**config.mk**
```make
export PLATFORM = sky130hd
export DESIGN_NAME = sdram_arbiter
export DESIGN_NICKNAME = d
export VERILOG_FILES = /design/src/rtl/sdram_arbiter_pkg.sv /design/src/rtl/sdram_txn_tracker.sv /design/src/rtl/sdram_arbiter.sv
export SDC_FILE = /design/constraint.sdc
export NUM_CORES = 1
export LEC_CHECK = 0
export CORE_MARGIN = 3
export CORE_UTILIZATION = 24
export DETAILED_ROUTE_END_ITERATION = 16
export SYNTH_ARGS = -nofsm -noshare
export SYNTH_HDL_FRONTEND = slang
export SYNTH_SLANG_ARGS = --single-unit
```
**constraint.sdc**
```tcl
create_clock -name i_Clk -period 5.5 [get_ports i_Clk]
set_clock_uncertainty 0.1 [all_clocks]
set_input_delay 1.1 -clock i_Clk [delete_from_list [all_inputs] [get_ports i_Clk]]
set_output_delay 1.1 -clock i_Clk [all_outputs]
set_load 0.05 [all_outputs]
```
**src/rtl/sdram_arbiter_pkg.sv**
```systemverilog
// Shared SDRAM bus definitions: command codes, field widths and burst defaults
// used by the arbiter, the controller and its clients.
package sdram_arbiter_pkg;

  localparam int CMD_W  = 2;
  localparam int ADDR_W = 22;
  localparam int DATA_W = 32;
  localparam int BUS_W  = CMD_W + ADDR_W + DATA_W;

  localparam logic [CMD_W-1:0] CMD_NOP   = 2'd0;
  localparam logic [CMD_W-1:0] CMD_READ  = 2'd1;
  localparam logic [CMD_W-1:0] CMD_WRITE = 2'd2;

  localparam int DEF_READ_BURST  = 8;
  localparam int DEF_WRITE_BURST = 1;
  localparam int DEF_TIMEOUT     = 1024;

  typedef struct packed {
    logic [CMD_W-1:0]  cmd;
    logic [ADDR_W-1:0] addr;
    logic [DATA_W-1:0] data;
  } sdram_bus_t;

  typedef enum logic [1:0] {
    SRC_MI = 2'd0,
    SRC_PR = 2'd1,
    SRC_FR = 2'd2
  } src_e;

  // Code 3 is reserved and behaves as NOP.
  function automatic logic cmd_is_active(input logic [CMD_W-1:0] cmd);
    return (cmd == CMD_READ) || (cmd == CMD_WRITE);
  endfunction

endpackage

```
**src/rtl/sdram_txn_tracker.sv**
```systemverilog
// Outstanding-transaction bookkeeping: beat down-counter, stall timer and
// routing of controller strobes back to the client that issued the command.
module sdram_txn_tracker
  import sdram_arbiter_pkg::*;
#(
  parameter int READ_BURST_LENGTH = DEF_READ_BURST,
  parameter int WRITE_BURST       = DEF_WRITE_BURST,
  parameter int TIMEOUT_CYCLES    = DEF_TIMEOUT
) (
  input  logic clk,
  input  logic rst,
  input  logic accept,
  input  logic accept_read,
  input  src_e accept_src,
  input  logic data_read_valid,
  input  logic data_write_done,
  output logic free,
  output logic fr_read_valid,
  output logic pr_read_valid,
  output logic mi_write_done,
  output logic pr_write_done,
  output logic timeout
);

  localparam int MAX_BURST = (READ_BURST_LENGTH > WRITE_BURST) ? READ_BURST_LENGTH : WRITE_BURST;
  localparam int CNT_W     = $clog2(MAX_BURST + 1);
  localparam int TMR_W     = $clog2(TIMEOUT_CYCLES + 1);

  localparam logic [CNT_W-1:0] READ_LEN   = CNT_W'(READ_BURST_LENGTH);
  localparam logic [CNT_W-1:0] WRITE_LEN  = CNT_W'(WRITE_BURST);
  localparam logic [CNT_W-1:0] CNT_ONE    = CNT_W'(1);
  localparam logic [TMR_W-1:0] TMR_RELOAD = TMR_W'(TIMEOUT_CYCLES - 1);
  localparam logic [TMR_W-1:0] TMR_ONE    = TMR_W'(1);

  logic [CNT_W-1:0] cnt;
  logic [TMR_W-1:0] tmr;
  logic             txn_read;
  src_e             txn_src;
  logic             busy;
  logic             strobe_match;
  logic             any_strobe;

  assign busy         = (cnt != '0);
  assign any_strobe   = data_read_valid || data_write_done;
  assign strobe_match = busy && (txn_read ? data_read_valid : data_write_done);

  // The final beat of the previous transaction frees the bus in the same cycle.
  assign free    = !busy || ((cnt == CNT_ONE) && strobe_match);
  assign timeout = busy && (tmr == '0) && !any_strobe;

  assign fr_read_valid = strobe_match &&  txn_read && (txn_src == SRC_FR);
  assign pr_read_valid = strobe_match &&  txn_read && (txn_src == SRC_PR);
  assign mi_write_done = strobe_match && !txn_read && (txn_src == SRC_MI);
  assign pr_write_done = strobe_match && !txn_read && (txn_src == SRC_PR);

  always_ff @(posedge clk or posedge rst) begin
    if (rst) begin
      cnt      <= '0;
      tmr      <= '0;
      txn_read <= 1'b0;
      txn_src  <= SRC_MI;
    end else begin
      if (accept) begin
        cnt      <= accept_read ? READ_LEN : WRITE_LEN;
        txn_read <= accept_read;
        txn_src  <= accept_src;
      end else if (timeout) begin
        cnt <= '0;
      end else if (strobe_match) begin
        cnt <= cnt - CNT_ONE;
      end

      if (accept || any_strobe) begin
        tmr <= TMR_RELOAD;
      end else if (busy && (tmr != '0)) begin
        tmr <= tmr - TMR_ONE;
      end
    end
  end

endmodule

```
**src/rtl/sdram_arbiter.sv**
```systemverilog
// SDRAM bus arbiter between the memory initializer, the processor and the
// frame reader, with zero-latency forwarding of the owner's command.
//
// state     | meaning
// ----------+-------------------------------------------------------------
// ST_INIT   | initializer owns the bus until i_Init_Done and bus idle
// ST_PR_OWN | processor owns the bus
// ST_SWITCH | one dead cycle, no grant, NOP driven, then the other owner
// ST_FR_OWN | frame reader owns the bus
module sdram_arbiter
  import sdram_arbiter_pkg::*;
#(
  parameter int READ_BURST_LENGTH = DEF_READ_BURST,
  parameter int WRITE_BURST       = DEF_WRITE_BURST,
  parameter int TIMEOUT_CYCLES    = DEF_TIMEOUT
) (
  input  logic             i_Clk,
  input  logic             i_Rst,
  input  logic             i_Init_Done,
  input  logic [BUS_W-1:0] i_MI_Bus,
  input  logic             i_FR_Request,
  input  logic [23:0]      i_FR_Bus,
  input  logic [BUS_W-1:0] i_PR_Bus,
  input  logic             i_Data_Read_Valid,
  input  logic             i_Data_Write_Done,
  output logic [BUS_W-1:0] o_Bus,
  output logic             o_FR_Grant,
  output logic             o_PR_Grant,
  output logic             o_Cmd_Accept,
  output logic             o_FR_Read_Valid,
  output logic             o_PR_Read_Valid,
  output logic             o_MI_Write_Done,
  output logic             o_PR_Write_Done,
  output logic             o_Timeout
);

  localparam logic [1:0] ST_INIT   = 2'd0;
  localparam logic [1:0] ST_PR_OWN = 2'd1;
  localparam logic [1:0] ST_SWITCH = 2'd2;
  localparam logic [1:0] ST_FR_OWN = 2'd3;

  logic [1:0]        state;
  logic [1:0]        state_nxt;
  logic              to_fr;
  logic              to_fr_nxt;

  sdram_bus_t        mi_bus;
  sdram_bus_t        pr_bus;
  sdram_bus_t        fr_bus;
  sdram_bus_t        owner_bus;
  sdram_bus_t        out_bus;
  src_e              owner_src;
  logic              owner_live;
  logic              owner_valid;
  logic              cnt_free;
  logic              forward;
  logic              accept;
  logic              accept_read;
  logic [ADDR_W-1:0] held_addr;
  logic [DATA_W-1:0] held_data;

  assign mi_bus = i_MI_Bus;
  assign pr_bus = i_PR_Bus;
  assign fr_bus = {i_FR_Bus, {DATA_W{1'b0}}};

  always_comb begin
    owner_bus  = '0;
    owner_src  = SRC_MI;
    owner_live = 1'b0;
    case (state)
      ST_INIT: begin
        owner_bus  = mi_bus;
        owner_live = 1'b1;
      end
      ST_PR_OWN: begin
        owner_bus  = pr_bus;
        owner_src  = SRC_PR;
        owner_live = 1'b1;
      end
      ST_FR_OWN: begin
        owner_bus  = fr_bus;
        owner_src  = SRC_FR;
        owner_live = 1'b1;
      end
      default: ;
    endcase
  end

  assign owner_valid = cmd_is_active(owner_bus.cmd);
  assign forward     = owner_live && cnt_free && !i_Rst;
  assign accept      = forward && owner_valid;
  assign accept_read = (owner_bus.cmd == CMD_READ);

  // While the bus is busy the controller sees NOP with the last address/data.
  always_comb begin
    out_bus = '0;
    if (!i_Rst) begin
      if (forward) begin
        out_bus = owner_bus;
        if (!owner_valid) out_bus.cmd = CMD_NOP;
      end else begin
        out_bus.addr = held_addr;
        out_bus.data = held_data;
      end
    end
  end

  always_comb begin
    state_nxt = state;
    to_fr_nxt = to_fr;
    case (state)
      ST_INIT: begin
        if (i_Init_Done && cnt_free && !accept) state_nxt = ST_PR_OWN;
      end
      ST_PR_OWN: begin
        if (i_FR_Request && cnt_free && !accept) begin
          state_nxt = ST_SWITCH;
          to_fr_nxt = 1'b1;
        end
      end
      ST_FR_OWN: begin
        if (!i_FR_Request && cnt_free && !accept) begin
          state_nxt = ST_SWITCH;
          to_fr_nxt = 1'b0;
        end
      end
      default: begin
        state_nxt = to_fr ? ST_FR_OWN : ST_PR_OWN;
      end
    endcase
  end

  always_ff @(posedge i_Clk or posedge i_Rst) begin
    if (i_Rst) begin
      state     <= ST_INIT;
      to_fr     <= 1'b0;
      held_addr <= '0;
      held_data <= '0;
    end else begin
      state     <= state_nxt;
      to_fr     <= to_fr_nxt;
      held_addr <= out_bus.addr;
      held_data <= out_bus.data;
    end
  end

  sdram_txn_tracker #(
    .READ_BURST_LENGTH (READ_BURST_LENGTH),
    .WRITE_BURST       (WRITE_BURST),
    .TIMEOUT_CYCLES    (TIMEOUT_CYCLES)
  ) u_tracker (
    .clk             (i_Clk),
    .rst             (i_Rst),
    .accept          (accept),
    .accept_read     (accept_read),
    .accept_src      (owner_src),
    .data_read_valid (i_Data_Read_Valid),
    .data_write_done (i_Data_Write_Done),
    .free            (cnt_free),
    .fr_read_valid   (o_FR_Read_Valid),
    .pr_read_valid   (o_PR_Read_Valid),
    .mi_write_done   (o_MI_Write_Done),
    .pr_write_done   (o_PR_Write_Done),
    .timeout         (o_Timeout)
  );

  assign o_Bus        = out_bus;
  assign o_Cmd_Accept = accept;
  assign o_PR_Grant   = !i_Rst && (state == ST_PR_OWN);
  assign o_FR_Grant   = !i_Rst && (state == ST_FR_OWN);

endmodule

```
==> results of run 1 <==
-- critical path, cell delays in order --
cell and delay, ps:
clkdlybuf4s50_1 400, mux2i_1 130, nor2_1 60, a21oi_1 210, ha_1 380, nor3_4 360
clkdlybuf4s50_1 870
-- final timing paths --
path,start,end,slack [ps],cells past startpoint
max,i_MI_Bus[55],o_Cmd_Accept,790,7
min,to_fr,state[1],450,1
max reg2reg,state[0],held_addr[18],2510,5
min reg2reg,to_fr,state[1],450,1
max in group asynchronous,i_Rst,state[0],3110,4
min in group asynchronous,i_Rst,held_addr[10],1470,4
-- where the power goes --
part	internal, mW	switching, mW	total [mW]
clock network	0.301	0.235	0.537
registers	0.666	0.111	0.777
logic	0.775	1.05	1.83
-- synth_stat cells, types with 2 or more instances --
| cell type | number | share of area, % |
|---|---|---|
| a211oi_1 | 12 | 2.0 |
| a211oi_2 | 10 | 2.7 |
| a21oi_1 | 80 | 8.7 |
| a31o_2 | 2 | 0.38 |
| and3_1 | 3 | 0.41 |
| buf_2 | 12 | 1.3 |
| buf_6 | 7 | 1.7 |
| clkbuf_1 | 25 | 2.0 |
| dfrtp_1 | 75 | 41 |
| ha_1 | 7 | 1.9 |
| inv_1 | 7 | 0.57 |
| mux2_2 | 3 | 0.73 |
| mux2i_1 | 57 | 12 |
| nand2_1 | 7 | 0.57 |
| nand2b_1 | 2 | 0.27 |
| nand3_1 | 9 | 0.98 |
| nor2_1 | 36 | 2.9 |
| nor2b_1 | 2 | 0.27 |
| nor3_1 | 2 | 0.22 |
| nor3b_1 | 3 | 0.49 |
| nor4b_1 | 3 | 0.57 |
| o211ai_1 | 4 | 0.65 |
| o21ai_0 | 37 | 4.0 |
| o31ai_1 | 4 | 0.65 |
| o41ai_1 | 2 | 0.38 |
| or2_2 | 2 | 0.27 |
| or4_1 | 37 | 6.0 |
| xnor2_1 | 3 | 0.57 |
| xor2_1 | 2 | 0.38 |
-- routing by layer --
metal | up-vias | GRT usage [%] | routed length (microns)
met5 | - | 0 | 0
met2 | 108 | 23.1 | 7270
met3 | 12 | 3.31 | 756
met1 | 2097 | 19.2 | 7100
li1 | 2159 | - | -
met4 | 0 | 4.22 | 207
-- final cells by class --
class	count	area [sq um]	area share (%)
clock buffer	10	229	3.02
clock inverter	5	31.3	0.412
inverter	7	27.5	0.363
multi-input combinational	351	2460	32.4
sequential	75	1880	24.8
tap	234	293	3.86
timing repair buffer	216	2670	35.2
-- kinds of logic (layout without fill, tap and decap cells) --
logic type	after synthesis	in the layout
compound gates	160	160
xor+xnor	5	5
fa+ha+maj	7	7
buf+inv	53	238
flops	75	75
mux	61	61
simple gates	118	118
-- metrics by stage --
step | util, % | cell area, sq um | cells | setup WS [ps]
after CTS | 40.4 | 7590 | 898 | 785
after detailed placement | 39.1 | 7330 | 883 | 791
after global placement | 39.1 | 7330 | 883 | 798
final | 40.4 | 7590 | 898 | 788
after floorplan | - | 4600 | 479 | 445
after global routing | 40.4 | 7590 | 898 | 609
-- sequential cells by signal (all words and copies together) (netlist names) --
signal,flops
u_tracker.tmr,11
held_addr,22
u_tracker.txn_src,2
u_tracker.txn_read,1
u_tracker.cnt,4
held_data,32
to_fr,1
state,2
==> qor.yml, run 1 <==
cells_and_area:
  mostFrequentLayoutCells: "150 x clkdlybuf4s50_1, 80 x a21oi_1, 73 x dfrtp_1, 57 x mux2i_1, 54 x buf_12"
  drive_gt1_share_pct: 16.3
  num-fill-cells: 1844
  final_common_cell: "clkdlybuf4s50_1"
  layout-area-overhead-vs-synth_pct: 64.8
  diodes: 0
  nets: 809
clocking:
  numCtsBuffers: 9
  insertion_delay_ps: 340
  postCtsHoldBufs: 0
  clkSinkCount: 75
  cts_htree_levels: 3
  clk_path_buf_depth: 2
  ctsRootBufferMaster: "clkbuf_16"
  cts_resized: 0
  clk_pin_slew_worst_paths_ps: 50
  post-cts-setup-buffers: 0
  cts_tree: "built"
synth:
  syn_area_sq_um: 4600
  yosys.area_share.simple_pct: 15.4
  synthFlopType: "dfrtp_1"
  syn_inst: 479
  synth_compound_area_share_pct: 21.6
  synthAdderAreaFrac_pct: 1.90
  seq_area_frac_synth_pct: 40.8
  syn_avg_cell_area_sq_um: 9.61
  synthMuxAreaShare_pct: 13.5
  ys_ff_latch: 75
  yosys_warnings: 0
  synth-xor-area-share_pct: 0.951
  synth_top_family_by_area: "compound AO/OA/AOI/OAI gates"
  synth_cell_types: 53
  synth_edf_count: 0
  async_reset_ff_share_pct: 100
  syn_nets: 628
global_route:
  grt_antenna_before_repair: 0
  grt_pass1_vias: 4271
  grt_pass1_wl_mm: 23.2
  grt_max_degree: 76
  grtUsageTotal_pct: 14.3
  overflow: 0
timing:
  max_slew.worst_pin.slew_ps: 988
  period_share_pct: 85.7
  rsz0062_at_grt: "no"
  setup_tns_ps: 0
  hold_viol: 0
  slew_headroom_pct: 34.1
  holdWs_ps: 446
  setup_violations: 0
  max_clock_freq_ghz: 0.212
  slew_violations: 0
  min_period_ps: 4710
placed_design:
  place.gp.congestion: 0.762
  io_buffers: 205
  hpwlAfterDp_mm: 10.9
power_and_ir_drop:
  leakage_nw: 3.17
  ir_worst_vdd_mv: 0.309
  power_mw: 3.14
  powerDensity_nw_per_um2: 414
drt:
  antenna_left: 0
  drt_pass1_iterations: 4
  routedWlPerCell_microns: 17.1
  wirelength_mm: 15.3
  vias: 4376
  viasPerCell: 4.87
  drt-initial-drc-count: 177
  remaining_drc_errors: 0
critical_path:
  critPathKind: "input port to output pin"
  crit_fanout: 7
  cp-end-kind: "output pin"
  required_ps: 4300
  startpoint_type: "input port"
  crit_arrival_ps: 3510
run_status:
  outcome: "complete, no violations"
floorplan:
  io_pins: 206
  core_sq_um: 18800
  fp.dieH_microns: 145
  rows: 50
  start_util_pct: 24.5
  die_area_sq_um: 20900
  die_w_microns: 145
min_path:
  hp-class: "register to register"
flow_run:
  max-cap-violations: 0
Note: power is estimated with default switching activity, not from simulation.
==> run 2, diff against run 1 <==
--- a/config.mk
+++ b/config.mk
@@ -6,8 +6,9 @@
 export NUM_CORES = 1
 export LEC_CHECK = 0
 export CORE_MARGIN = 3
-export CORE_UTILIZATION = 24
+export CORE_UTILIZATION = 35
 export DETAILED_ROUTE_END_ITERATION = 16
+export PLACE_DENSITY = 0.69
 export SYNTH_ARGS = -nofsm -noshare
 export SYNTH_HDL_FRONTEND = slang
 export SYNTH_SLANG_ARGS = --single-unit
==> qor.yml, run 2 (synthesized netlist as in run 1, its figures left out) <==
critical_path:
  startpoint_type: "input port"
  critPathKind: "input port to output pin"
  cp-end-kind: "output pin"
  worstPathCellList: "clkdlybuf4s50_1, mux2_4, a31oi_4, nor2_2, a211oi_1, buf_12"
  r2r-end: "held_addr[7]"
  crit_arrival_ps: 3740  # +230 ps
  rr_startpoint: "state[1]"
  required_ps: 4300  # about the same
  cp_top_family: "compound AO/OA/AOI/OAI gates"
  worst-path-buf-inv: 2  # unchanged
  crit_fanout: 31  # +24
  reg2reg_slack_ps: 2280  # -230 ps
  slowest_stage: "a31oi_4"
  slowest_delay_ps: 620  # -250 ps
  reg2reg_depth: 4  # -1
min_path:
  worstHoldEndpoint: "held_data[12]"
  hp-class: "register to register"
  hold_depth: 2  # +1
  hold_start: "held_data[12]"
drt:
  remaining_drc_errors: 0  # unchanged
  vias: 4464  # +2.0%
  drt-initial-drc-count: 293  # +66%
  drt_pass1_iterations: 6  # +2
  routedWlPerCell_microns: 17.7  # +3.8%
  viasPerCell: 5.36  # +10%
  wirelength_mm: 14.8  # -3.7%
  antenna_left: 0  # unchanged
clocking:
  ctsRootBufferMaster: "clkbuf_16"
  postCtsHoldBufs: 0  # unchanged
  cts_tree: "built"
  clk_pin_slew_worst_paths_ps: 60  # about the same
  cts_resized: 0  # unchanged
  clk_path_buf_depth: 2  # unchanged
  clkSinkCount: 75  # unchanged
  post-cts-setup-buffers: 0  # unchanged
  cts_htree_levels: 3  # unchanged
  numCtsBuffers: 9  # unchanged
  insertion_delay_ps: 340  # about the same
global_route:
  overflow: 0  # unchanged
  grt_pass1_vias: 4641  # +8.7%
  grtUsageTotal_pct: 20.0  # +5.7 points
  grt_max_degree: 92  # +21%
  grt_pass1_wl_mm: 23.3  # +0.30%
  grt_antenna_before_repair: 1  # +1
timing:
  rsz0062_at_grt: "no"
  slew_headroom_pct: 18.9  # -15 points
  setup_violations: 0  # unchanged
  max_clock_freq_ghz: 0.202  # -4.7%
  period_share_pct: 89.9  # +4.2 points
  hold_viol: 0  # unchanged
  slew_violations: 0  # unchanged
  min_period_ps: 4940  # +232 ps
  setup_tns_ps: 0  # unchanged
  max_slew.worst_pin.slew_ps: 1210  # +227 ps
floorplan:
  core_sq_um: 12700  # -32%
  rows: 41  # -18%
  fp.dieH_microns: 121  # -16%
  die_area_sq_um: 14600  # -30%
  die_w_microns: 121  # -16%
  start_util_pct: 36.2  # +12 points
  io_pins: 206  # unchanged
cells_and_area:
  seq_area_sq_um: 1880  # unchanged
  largestRegisters: "held_data (32), held_addr (22), u_tracker.tmr (11)"
  final_common_cell: "clkdlybuf4s50_1"
  nets: 805  # -0.49%
  layout-area-overhead-vs-synth_pct: 56.3
  num-fill-cells: 1152  # -38%
  fin_area_sq_um: 7200  # -5.2%
  diodes: 0  # unchanged
  largest_register_ffs: 32  # unchanged
  top_register: "held_data"
  drive_gt1_share_pct: 16.0  # -0.23 points
  multi_input_area_sq_um: 2460  # unchanged
  mostFrequentLayoutCells: "150 x clkdlybuf4s50_1, 80 x a21oi_1, 73 x dfrtp_1, 57 x mux2i_1"
  post-route-util_pct: 56.6  # +16 points
placed_design:
  place_area_sq_um: 6870  # -6.2%
  io_buffers: 205  # unchanged
  hpwlAfterDp_mm: 10.4  # -4.6%
  place.gp.congestion: 0.841  # +10%
flow_run:
  max-cap-violations: 0  # unchanged
run_status:
  outcome: "complete, no violations"
power_and_ir_drop:
  powerDensity_nw_per_um2: 437  # +5.5%
  leakage_nw: 3.10  # -2.2%
  ir_worst_vdd_mv: 0.322  # +3.9%
## run 2: cell type report
type                            count  area share [%]
Multi-Input combinational cell    351            34.2
Timing Repair Buffer              212            31.8
Sequential cell                    75            26.2
Clock buffer                        9            3.13
Tap cell                          172            2.99
Clock inverter                      7            1.37
Inverter                            7           0.383
## run 2: worst max path at each step
stage                             to               from  depth (start not counted)  slack, ps
after global placement     o_Bus[40]  i_Data_Write_Done                          6        670
after floorplan           o_FR_Grant              i_Rst                          5        450
final                      o_Bus[39]  i_Data_Write_Done                          6        560
after CTS                  o_Bus[39]  i_Data_Write_Done                          6        520
after global routing       o_Bus[38]  i_Data_Write_Done                          6        390
after detailed placement   o_Bus[33]  i_Data_Write_Done                          6        540
## run 2: per-layer routing
| metal | vias up | wire [microns] | global-route usage [%] | share of wire, % |
|---|---|---|---|---|
| met5 | - | 11 | 0 | 0.075 |
| met4 | 2 | 253 | 6.52 | 1.7 |
| met3 | 20 | 873 | 5.24 | 5.9 |
| met2 | 147 | 7330 | 33.6 | 50 |
| met1 | 2146 | 6300 | 25.1 | 43 |
| li1 | 2149 | - | - | - |
## run 2: worst min-delay path, stage by stage (launching register included)
cell	delay [ps]
dfrtp_1	350
o21ai_0	60
a21oi_1	80
## run 2: power breakdown
part / switching, mW / internal (mW) / total, mW
logic: 1.01 / 0.696 / 1.70
clock network: 0.240 / 0.400 / 0.640
registers: 0.133 / 0.666 / 0.799
## run 2: per-stage QoR
stage | hold slack, ps | instances | setup WS (ps) | power, mW
2_1_floorplan | 394 | 479 | 445 | 1.95
3_3_place_gp | 420 | 817 | 668 | 2.47
3_5_place_dp | 431 | 817 | 543 | 2.51
4_1_cts | 445 | 833 | 522 | 3.17
5_1_grt | 454 | 833 | 393 | 3.33
6_report | 438 | 833 | 556 | 3.14
==> run 3, diff against run 2 <==
--- a/config.mk
+++ b/config.mk
@@ -5,10 +5,9 @@
 export SDC_FILE = /design/constraint.sdc
 export NUM_CORES = 1
 export LEC_CHECK = 0
-export CORE_MARGIN = 3
-export CORE_UTILIZATION = 35
+export CORE_UTILIZATION = 43
 export DETAILED_ROUTE_END_ITERATION = 16
-export PLACE_DENSITY = 0.69
+export PLACE_DENSITY = 0.82
 export SYNTH_ARGS = -nofsm -noshare
 export SYNTH_HDL_FRONTEND = slang
 export SYNTH_SLANG_ARGS = --single-unit
==> qor.yml, run 3 (synthesized netlist as in run 1, its figures left out) <==
cells_and_area:
  mostFrequentLayoutCells: "150 x clkdlybuf4s50_1, 80 x a21oi_1, 73 x dfrtp_1, 57 x mux2i_1, 40 x buf_4"
  diodes: 0  # unchanged
  final_common_cell: "clkdlybuf4s50_1"
  nets: 806  # +0.12%
  num-fill-cells: 856  # -26%
  drive_gt1_share_pct: 15.8  # -0.28 points
  layout-area-overhead-vs-synth_pct: 51.0
  multi_input_area_sq_um: 2460  # unchanged
  seq_area_sq_um: 1880  # unchanged
  top_register: "held_data"
  largestRegisters: "held_data (32), held_addr (22), u_tracker.tmr (11)"
  largest_register_ffs: 32  # unchanged
power_and_ir_drop:
  leakage_nw: 3.03  # -2.5%
  combinationalPowerShare_pct: 58.0  # +3.8 points
  p_clk_share_pct: 13.2  # -7.1 points
  p_sw_mw: 1.32  # -4.3%
  switching_share_pct: 46.2  # +2.2 points
  powerDensity_nw_per_um2: 412  # -5.6%
  power_frac_seq_pct: 28.8  # +3.4 points
  internal_power_mw: 1.54  # -12%
  ir_worst_vdd_mv: 0.327  # +1.7%
global_route:
  grtUsageTotal_pct: 25.1  # +5.1 points
  grt_max_degree: 76  # -17%
  overflow: 0  # unchanged
  grt_pass1_wl_mm: 22.1  # -4.9%
  grt_pass1_vias: 4490  # -3.3%
  grt_antenna_before_repair: 0  # -1
timing:
  setup_tns_ps: 0  # unchanged
  max_slew.worst_pin.slew_ps: 1110  # -109 ps
  setup_violations: 0  # unchanged
  hold_viol: 0  # unchanged
  slew_violations: 0  # unchanged
  max_clock_freq_ghz: 0.203  # +0.29%
  holdWs_ps: 440  # +2.22 ps
  period_share_pct: 89.6  # -0.26 points
  min_period_ps: 4930  # -14.5 ps
  rsz0062_at_grt: "no"
  slew_headroom_pct: 26.2  # +7.3 points
floorplan:
  die_area_sq_um: 11100  # -24%
  core_sq_um: 10400  # -18%
  die_w_microns: 105  # -13%
  io_pins: 206  # unchanged
  rows: 37  # -9.8%
  start_util_pct: 44.4  # +8.2 points
  fp.dieH_microns: 105  # -13%
drt:
  drt_pass1_iterations: 5  # -1
  antenna_left: 0  # unchanged
  viasPerCell: 5.67  # +5.8%
  wirelength_mm: 14.0  # -5.4%
  vias: 4513  # +1.1%
  drt-initial-drc-count: 180  # -39%
  routedWlPerCell_microns: 17.5  # -1.0%
  remaining_drc_errors: 0  # unchanged
clocking:
  cts_tree: "built"
  clk_pin_slew_worst_paths_ps: 80  # +20 ps
  clk_path_buf_depth: 2  # unchanged
  insertion_delay_ps: 340  # about the same
  ctsRootBufferMaster: "clkbuf_8"
  numCtsBuffers: 9  # unchanged
  clkSinkCount: 75  # unchanged
  cts_htree_levels: 3  # unchanged
  postCtsHoldBufs: 0  # unchanged
  post-cts-setup-buffers: 0  # unchanged
  cts_resized: 0  # unchanged
placed_design:
  io_buffers: 205  # unchanged
  hpwlAfterDp_mm: 10.4  # -0.31%
  place.gp.congestion: 0.884  # +5.1%
critical_path:
  reg2reg_slack_ps: 2050  # -230 ps
  required_ps: 4300  # about the same
  critPathKind: "register to output pin"
  crit_arrival_ps: 3730  # about the same
  startpoint_type: "register"
  crit_fanout: 64  # +110%
  cp-end-kind: "output pin"
flow_run:
  max-cap-violations: 0  # unchanged
min_path:
  hp-class: "register to register"
run_status:
  outcome: "complete, no violations"
## run 3: metal layers
layer  vias up  GRT usage, %  wire (microns)
met5         -             0               0
met4         0          10.2             405
met3        25          4.70             876
met2       149          44.0            7110
met1      2200          30.1            5570
li1       2139             -               -
## run 3: final timing paths
kind,start,to,depth (start not counted)
worst min register to register,to_fr,state[1],1
worst max register to register,state[0],held_addr[6],4
worst min-delay path,to_fr,state[1],1
worst max-delay path,state[0],o_Bus[38],5
min in group asynchronous,i_Rst,held_addr[14],4
max in group asynchronous,i_Rst,state[0],4
## run 3: final cells by class
class	count	share of cell area, %
well taps	136	2.45
clock buffers	12	2.23
repair buffers	213	32.3
multi-input cells	351	35.4
flip-flops and latches	75	27.1
inverters	7	0.378
clock inverters	2	0.180
## run 3: critical path, cell delays in order (launching register included)
cell and delay, ps:
dfrtp_4 1060, nor2b_1 220, or2_2 590, nor2_2 950, a211oi_1 320, buf_12 250
## run 3: stage by stage
| stage | setup WS, ps | instances | util (%) | cell area (sq um) | power (mW) |
|---|---|---|---|---|---|
| after detailed placement | 777 | 782 | 65.4 | 6780 | 2.50 |
| after CTS | 462 | 796 | 67.0 | 6950 | 2.88 |
| after global routing | 259 | 796 | 67.0 | 6950 | 3.03 |
| after global placement | 816 | 782 | 65.4 | 6780 | 2.45 |
| final | 570 | 796 | 67.0 | 6950 | 2.87 |
| after floorplan | 445 | 479 | - | 4600 | 1.95 |
## run 3: power by group through the flow
stage          Combinational (mW)  Sequential, mW  Clock, mW
6_report                     1.66           0.826      0.378
5_1_grt                      1.78           0.850      0.404
4_1_cts                      1.67           0.831      0.387
3_5_place_dp                 1.66           0.841          0
3_3_place_gp                 1.62           0.830          0
2_1_floorplan                1.24           0.715          0
